### config.mk
export PLATFORM = sky130hd
export DESIGN_NAME = alu_exec_ctrl
export DESIGN_NICKNAME = d
export VERILOG_FILES = /design/src/rtl/alu_exec_ctrl_pkg.sv /design/src/rtl/exec_timeout_ctr.sv /design/src/rtl/alu_exec_ctrl.sv
export SDC_FILE = /design/constraint.sdc
export NUM_CORES = 1
export LEC_CHECK = 0
export BUFFER_PORTS_ARGS = -buffer_cell sky130_fd_sc_hd__buf_2
export CAP_MARGIN = 20
export CORE_ASPECT_RATIO = 1.2
export CORE_MARGIN = 2
export CORE_UTILIZATION = 48
export CTS_CLUSTER_SIZE = 10
export DETAILED_ROUTE_END_ITERATION = 6
export PLACE_DENSITY = 0.78
export SLEW_MARGIN = 10
export SYNTH_ARGS = -nofsm -noshare
export SYNTH_HDL_FRONTEND = slang
export SYNTH_SLANG_ARGS = --single-unit
export TNS_END_PERCENT = 10
### constraint.sdc
create_clock -name clk -period 1.8 [get_ports clk]
set_input_delay 0.09 -clock clk [delete_from_list [all_inputs] [get_ports clk]]
set_output_delay 0.09 -clock clk [all_outputs]
set_load 0.05 [all_outputs]
### src/rtl/alu_exec_ctrl_pkg.sv
`default_nettype none
// ============================================================================
// Module   : alu_exec_ctrl_pkg
// Purpose  : Opcode values and FSM state encoding for the execute sequencer.
// Revision : 1.0
// ============================================================================
package alu_exec_ctrl_pkg;

    localparam logic [3:0] OP_NOP = 4'h0;
    localparam logic [3:0] OP_LDA = 4'h1;
    localparam logic [3:0] OP_ADD = 4'h2;
    localparam logic [3:0] OP_SUB = 4'h3;
    localparam logic [3:0] OP_OUT = 4'hE;

    typedef enum logic [1:0] {
        ST_IDLE  = 2'd0,
        ST_FETCH = 2'd1,
        ST_WAIT  = 2'd2,
        ST_EXEC  = 2'd3
    } state_t;

    // Opcodes that need a memory operand and therefore walk the full FSM
    function automatic logic is_mem_op(input logic [3:0] op);
        return (op == OP_LDA) || (op == OP_ADD) || (op == OP_SUB);
    endfunction

endpackage
`default_nettype wire

### src/rtl/exec_timeout_ctr.sv
`default_nettype none
// ============================================================================
// Module   : exec_timeout_ctr
// Purpose  : Saturating cycle counter bounding the wait for memory read data.
// Revision : 1.0
// ============================================================================
module exec_timeout_ctr #(
    parameter int TIMEOUT = 15
) (
    input  logic clk,
    input  logic rst,
    input  logic clear,
    input  logic enable,
    output logic expired
);

    localparam int CNT_W = $clog2(TIMEOUT + 1);

    logic [CNT_W-1:0] r_count;

    always_ff @(posedge clk) begin
        if (rst || clear) begin
            r_count <= '0;
        end else if (enable && (r_count != CNT_W'(TIMEOUT))) begin
            r_count <= r_count + 1'b1;
        end
    end

    // Flags the last permitted waiting cycle: counts 0..TIMEOUT-1 give TIMEOUT cycles
    assign expired = enable && (r_count == CNT_W'(TIMEOUT - 1));

endmodule
`default_nettype wire

### src/rtl/alu_exec_ctrl.sv
`default_nettype none
// ============================================================================
// Module   : alu_exec_ctrl
// Purpose  : Execute sequencer around an external add/sub ALU; owns ACC and OUT.
// Revision : 1.0
// ============================================================================
module alu_exec_ctrl
    import alu_exec_ctrl_pkg::*;
#(
    parameter int DATA_W  = 8,
    parameter int ADDR_W  = 4,
    parameter int TIMEOUT = 15
) (
    input  logic              clk,
    input  logic              rst,
    input  logic              cmd_valid,
    output logic              cmd_ready,
    input  logic [3:0]        cmd_opcode,
    input  logic [ADDR_W-1:0] cmd_addr,
    output logic              mem_req,
    output logic [ADDR_W-1:0] mem_addr,
    input  logic [DATA_W-1:0] mem_rdata,
    input  logic              mem_rvalid,
    output logic              alu_op,
    output logic [DATA_W-1:0] alu_a,
    output logic [DATA_W-1:0] alu_b,
    input  logic [DATA_W:0]   alu_res,
    output logic [DATA_W-1:0] acc,
    output logic              carry_flag,
    output logic              zero_flag,
    output logic [DATA_W-1:0] out_data,
    output logic              out_valid,
    output logic              done,
    output logic              err
);

    state_t            r_state;
    state_t            w_state_nxt;
    logic [3:0]        r_opcode;
    logic [ADDR_W-1:0] r_mem_addr;
    logic [DATA_W-1:0] r_acc;
    logic [DATA_W-1:0] r_operand;
    logic [DATA_W-1:0] r_out_data;
    logic              r_carry;
    logic              r_zero;
    logic              r_out_valid;
    logic              r_done;
    logic              r_err;
    logic              w_accept;
    logic              w_tmo_expired;

    assign w_accept = cmd_valid && (r_state == ST_IDLE);

    exec_timeout_ctr #(
        .TIMEOUT (TIMEOUT)
    ) u_timeout (
        .clk     (clk),
        .rst     (rst),
        .clear   (r_state == ST_FETCH),
        .enable  (r_state == ST_WAIT),
        .expired (w_tmo_expired)
    );

    always_ff @(posedge clk) begin
        if (rst) begin
            r_state <= ST_IDLE;
        end else begin
            r_state <= w_state_nxt;
        end
    end

    always_comb begin
        w_state_nxt = r_state;
        cmd_ready   = 1'b0;
        mem_req     = 1'b0;
        alu_op      = 1'b0;
        case (r_state)
            ST_IDLE: begin
                cmd_ready = 1'b1;
                if (w_accept && is_mem_op(cmd_opcode)) begin
                    w_state_nxt = ST_FETCH;
                end
            end
            ST_FETCH: begin
                mem_req     = 1'b1;
                w_state_nxt = ST_WAIT;
            end
            ST_WAIT: begin
                // Data arriving on the expiry cycle still counts
                if (mem_rvalid) begin
                    w_state_nxt = ST_EXEC;
                end else if (w_tmo_expired) begin
                    w_state_nxt = ST_IDLE;
                end
            end
            ST_EXEC: begin
                alu_op      = (r_opcode == OP_SUB);
                w_state_nxt = ST_IDLE;
            end
            default: w_state_nxt = ST_IDLE;
        endcase
    end

    always_ff @(posedge clk) begin
        if (rst) begin
            r_opcode    <= OP_NOP;
            r_mem_addr  <= '0;
            r_acc       <= '0;
            r_operand   <= '0;
            r_out_data  <= '0;
            r_carry     <= 1'b0;
            r_zero      <= 1'b0;
            r_out_valid <= 1'b0;
            r_done      <= 1'b0;
            r_err       <= 1'b0;
        end else begin
            r_out_valid <= 1'b0;
            r_done      <= 1'b0;
            r_err       <= 1'b0;
            case (r_state)
                ST_IDLE: begin
                    if (w_accept) begin
                        case (cmd_opcode)
                            OP_NOP: r_done <= 1'b1;
                            OP_OUT: begin
                                r_out_data  <= r_acc;
                                r_out_valid <= 1'b1;
                                r_done      <= 1'b1;
                            end
                            OP_LDA, OP_ADD, OP_SUB: begin
                                r_opcode   <= cmd_opcode;
                                r_mem_addr <= cmd_addr;
                            end
                            default: begin
                                r_done <= 1'b1;
                                r_err  <= 1'b1;
                            end
                        endcase
                    end
                end
                ST_WAIT: begin
                    if (mem_rvalid) begin
                        r_operand <= mem_rdata;
                    end else if (w_tmo_expired) begin
                        r_done <= 1'b1;
                        r_err  <= 1'b1;
                    end
                end
                ST_EXEC: begin
                    r_done <= 1'b1;
                    if (r_opcode == OP_LDA) begin
                        r_acc  <= r_operand;
                        r_zero <= (r_operand == '0);
                    end else begin
                        r_acc   <= alu_res[DATA_W-1:0];
                        r_carry <= alu_res[DATA_W];
                        r_zero  <= (alu_res[DATA_W-1:0] == '0);
                    end
                end
                default: ;
            endcase
        end
    end

    assign mem_addr   = r_mem_addr;
    assign alu_a      = r_acc;
    assign alu_b      = r_operand;
    assign acc        = r_acc;
    assign carry_flag = r_carry;
    assign zero_flag  = r_zero;
    assign out_data   = r_out_data;
    assign out_valid  = r_out_valid;
    assign done       = r_done;
    assign err        = r_err;

endmodule
`default_nettype wire

-- Word level (Yosys, flattened, before mapping)
Index checks and enable logic that the tools add are counted.
Widths: inputs -> output; s select.
- equality and inequality tests: 13
- reduce and logical (&&, ||, !) cells: 19
- order comparisons: 0
- multiply operators: 0
- add/subtract/negate cells: 1
- bitwise operators: 3
- mux-type cells: 18
- shift operators: 0
- divide/modulo/power cells: 0
- operators by type and width (kind ; count):
    $logic_not 8->1 ; 2
    $eq 4x2->1 const B ; 3
    $mux 1 ; 11
    $eq 4x1->1 const B ; 2
    $eq 4x4->1 const B ; 2
    $mux 8 ; 1
    $pmux 2 s4 ; 1
    $mux 2 ; 3
    $reduce_and 2->1 ; 3
    $reduce_and 3->1 ; 2
    $reduce_or 3->1 ; 2
    $reduce_or 5->1 ; 1
    $add 4x1->4 const B ; 1
    $eq 2x2->1 const B ; 2
    $logic_and 1x1->1 ; 4
    $logic_not 4->1 ; 1
    $ne 4x4->1 const B ; 1
    $logic_or 1x1->1 ; 3
    $ne 3x3->1 const B ; 1
    $not 1->1 ; 3
    $pmux 1 s3 ; 1
    $eq 2x1->1 const B ; 1
    $logic_not 2->1 ; 1
    $ne 2x1->1 const B ; 1
    $pmux 1 s2 ; 1
- memories: 0
- ROM bits: 0
- input port bits: 29
- memory bits (writable): 0
- latch bits: 0
- logic and storage cells: 66
- bits in registers: 43

-- Logic depth before layout (Yosys ltp)
- depth after elaboration: 6
- depth in mapped cells: 5
- gate-level depth less buffers: 5

-- Cells and area by module
From an unflattened synthesis, not the netlist that was laid out.
- cells, all modules: 228
- area total of the unflattened synthesis: 1961.9 um^2
- modules (own cells, without submodules) (module ; area each (um^2) ; cells an instance ; times used):
    alu_exec_ctrl ; 1745.4 ; 206 ; 1
    exec_timeout_ctr ; 216.5 ; 22 ; 1

-- Least setup slack after synthesis
OpenSTA, ideal clock, no wires.
- path kind: reg-to-output
- from: register r_state[0]
- to: output port alu_op
- cell stages (with the launch flop): 5
- setup slack: 0.303 ns
- data arrival time: 1.407 ns
- buffers on the path: 2
- data required time: 1.710 ns
- path through: dfxtp_1 > buf_2 > and2_1 > clkbuf_1 > and4_1
- longest elaborated chain between the ends: 2
- RTL lines (element ; line ; text):
    start: declaration ; alu_exec_ctrl.sv:37 ; state_t r_state;
    start signal: assignment ; alu_exec_ctrl.sv:68 ; r_state <= w_state_nxt;
    $eq 2x2->1 ; alu_exec_ctrl.sv:77 ; case (r_state)
    $mux 1 ; alu_exec_ctrl.sv:77 ;
    end: declaration ; alu_exec_ctrl.sv:24 ; output logic alu_op,
No other way between the ends.

-- Worst setup path in the final report
Same ends and word-level chain as after synthesis.

==> key figures <==
GRT
  • Antenna violations before repair: 0
  • Global Route Usage Sum: 0.207
  • Overflow after GRT: 0
  • Vias in the first global route: 1609
  • Global-route wire length before repair: 7110 um
  • Largest net degree at the start of global routing: 32

Logic synthesis
  • Synth Register Bits: 43
  • Synth top area cells: dfxtp_1, a21oi_1, mux2i_1
  • Synth Net Count: 253
  • Seq/Total Area, Yosys: 0.447
  • Synthesized area per cell: 8.67 sq um
  • Post-synthesis cell type count: 35
  • Syn. warnings: 0
  • Synth Cell Area: 1930 sq um
  • Area share of the largest cell type after synthesis: 0.447
  • Largest area contributor in the netlist: dfxtp_1
  • Synth Instances: 222

STA
  • Setup TNS: 0 ns
  • Fmax: 0.631 GHz
  • Worst Skew: 0.00479 ns
  • Hold Violations, Final: 0
  • Worst-Margin Slew: 0.576 ns
  • Final Critical Period: 1.59 ns
  • Final Cycle Share: 0.881
  • Worst setup margin: 0.214 ns
  • Max_slew headroom: 0.616
  • Slew Viols, Final: 0
  • Final setup fails: 0
  • RSZ-0062 raised after global routing: no
  • Hold Slack: 0.0282 ns

Placement
  • Hpwl dp: 3140 um
  • IO Port Bufs: 72
  • DP Worst Slack: 0.269 ns
  • Area post-placement: 2250 sq um
  • Gp weighted congestion: 0.833

Worst setup path
  • Critical path's slowest cell: dfxtp_1
  • Crit path kind: reg -> out
  • Crit path required time: 1.71 ns
  • CP Capture Type: output port
  • Worst path max stage delay: 0.52 ns
  • Worst r2r path cells: 3
  • RR Endpoint: mem_addr[3]
  • Worst Setup Start Kind: flop
  • WP data arrival: 1.50 ns
  • CP Max Fanout: 11
  • CP cell instances: and2_1, and4_1, buf_2
  • RR Startpoint: r_state[0]
  • Setup slack, reg-to-reg: 0.24 ns

Clocking
  • # clock sinks: 43
  • Post-cts sizing count: 0
  • CTS HTree Levels: 2
  • Worst skew pair latency: 0.29 ns
  • Hold Buf Count CTS: 0
  • Setup repair bufs after CTS: 0
  • Maximum root-to-sink buffer count: 2
  • CTS root buffer: clkbuf_8
  • Inserted Clock Buffers: 5
  • CTS tree: yes
  • Reg clk slew, reported paths: 0.08 ns

Outcome
  • Outcome: finished clean

Power and ir drop
  • Leak pwr: 1.08 nW
  • Pwr per Cell Area: 803 nW/um^2
  • Peak supply drop: 0.547 mV

Routing
  • Initial DRC count: 102
  • Detailed Routing Iterations Pass 1: 4
  • Antenna-violating nets left: 0
  • Via Count: 1791
  • Total wire length: 4320 um
  • Routed WL per cell: 12.8 um
  • Via/cell ratio: 5.33
  • DRC viols: 0

Min path
  • Hold_sp: mem_rdata[5]
  • Hold WC Path Type: in -> reg
  • Hold depth: 3
  • Hold Path End: alu_b[5]

Layout
  • # fillers: 373
  • Final layout net count: 313
  • Area grow syn2layout: 22.4%
  • Final instance area: 2360 sq um
  • Ratio of cells with drive above 1 in the final layout: 0.309
  • Final core occ: 0.603
  • Diodes inserted: 0
  • Commonest non-fill, non-tap cells in the layout: buf_2, dfxtp_1, nor2_1, a21oi_1, nand2_1
  • Commonest non-fill, non-tap cell in the layout: buf_2

Die
  • Die area: 4540 sq um
  • Row Count: 25
  • IO Count: 73
  • Initial core utilization: 0.492
  • Die width: 61.8 um
  • Die Ht: 73.4 um
  • Area of the core: 3910 sq um

Job
  • Max-cap violations: 0
[flip-flops by register name, indices dropped and copies added, names as in the netlist, 2 cells and up]
signal / flops
u_timeout.r_count: 4
r_state: 2
alu_b: 8
r_opcode: 4
out_data: 8
acc: 8
mem_addr: 4
[routing by layer]
metal / vias to the layer above / wire, um / global-route usage
met4: 0 / 85 / 0.0733
met3: 7 / 246 / 0.0599
li1: 919 / - / -
met2: 49 / 2070 / 0.327
met1: 816 / 1920 / 0.264
met5: - / 0 / 0
[layout make-up]
type                    count  area (sq um)  share of cell area
multi-input cells         152           920               0.390
well taps                  54          67.6              0.0287
inverters                   4          15.0             0.00637
clock buffers               6          72.6              0.0308
repair buffers             76           390               0.166
clock inverters             1          30.0              0.0127
flip-flops and latches     43           861               0.365
[synth_stat cells (all sizes together)]
| cell | instances |
|---|---|
| a32oi | 2 |
| and2 | 1 |
| a21oi | 21 |
| nand3 | 14 |
| nand3b | 1 |
| nor4 | 5 |
| nor3 | 5 |
| inv | 4 |
| o21ai | 11 |
| o31ai | 7 |
| nor3b | 3 |
| mux2i | 8 |
| a311oi | 9 |
| nand4b | 1 |
| nand4 | 4 |
| nand2 | 19 |
| dfxtp | 43 |
| nor4b | 1 |
| o211a | 2 |
| buf | 14 |
| or4b | 1 |
| or3 | 3 |
| nor2b | 1 |
| and4b | 2 |
| and3 | 1 |
| ha | 2 |
| or2 | 3 |
| and4 | 1 |
| nand2b | 2 |
| or3b | 1 |
| clkbuf | 9 |
| nor2 | 21 |
[worst max-delay path by stage]
stage,start,to,depth (start not counted)
6_report,r_state[0],alu_op,3
5_1_grt,r_state[0],r_opcode[0],3
4_1_cts,r_state[0],alu_op,3
3_5_place_dp,r_state[0],mem_addr[3],3
3_3_place_gp,r_state[0],mem_addr[1],3
2_1_floorplan,r_state[0],alu_op,4
[worst max-delay path, delay by kind of cell, from the launching register on]
family | cells | cell delay (ns)
buffers and inverters | 1 | 0.27
flip-flops | 1 | 0.52
AND/OR/NAND/NOR | 2 | 0.41
[stage by stage]
| step | std cells | power [mW] |
|---|---|---|
| floorplan | 222 | 1.14 |
| global placement | 329 | 1.20 |
| detailed placement | 329 | 1.20 |
| CTS | 336 | 1.90 |
| global route | 336 | 1.97 |
| finish | 336 | 1.89 |
[cells by family (layout without fill, tap and decap cells)]
logic type                 count (synthesis)  in the layout  synth area share
AOI/OAI and AO/OA                         52             52             0.171
muxes                                      8              8            0.0416
buffers and inverters                     27             87            0.0754
and+or+nand+nor                           90             90             0.252
DFF                                       43             43             0.447
adders and majority gates                  2              2            0.0130
[report_power, final]
part | switching [mW] | internal, mW | leakage [nW]
combinational | 0.139 | 0.0670 | 0.682
clock | 0.303 | 0.406 | 0.0513
sequential | 0.0114 | 0.965 | 0.347
total | 0.453 | 1.44 | 1.08
Power figures use the tool's default switching activity.
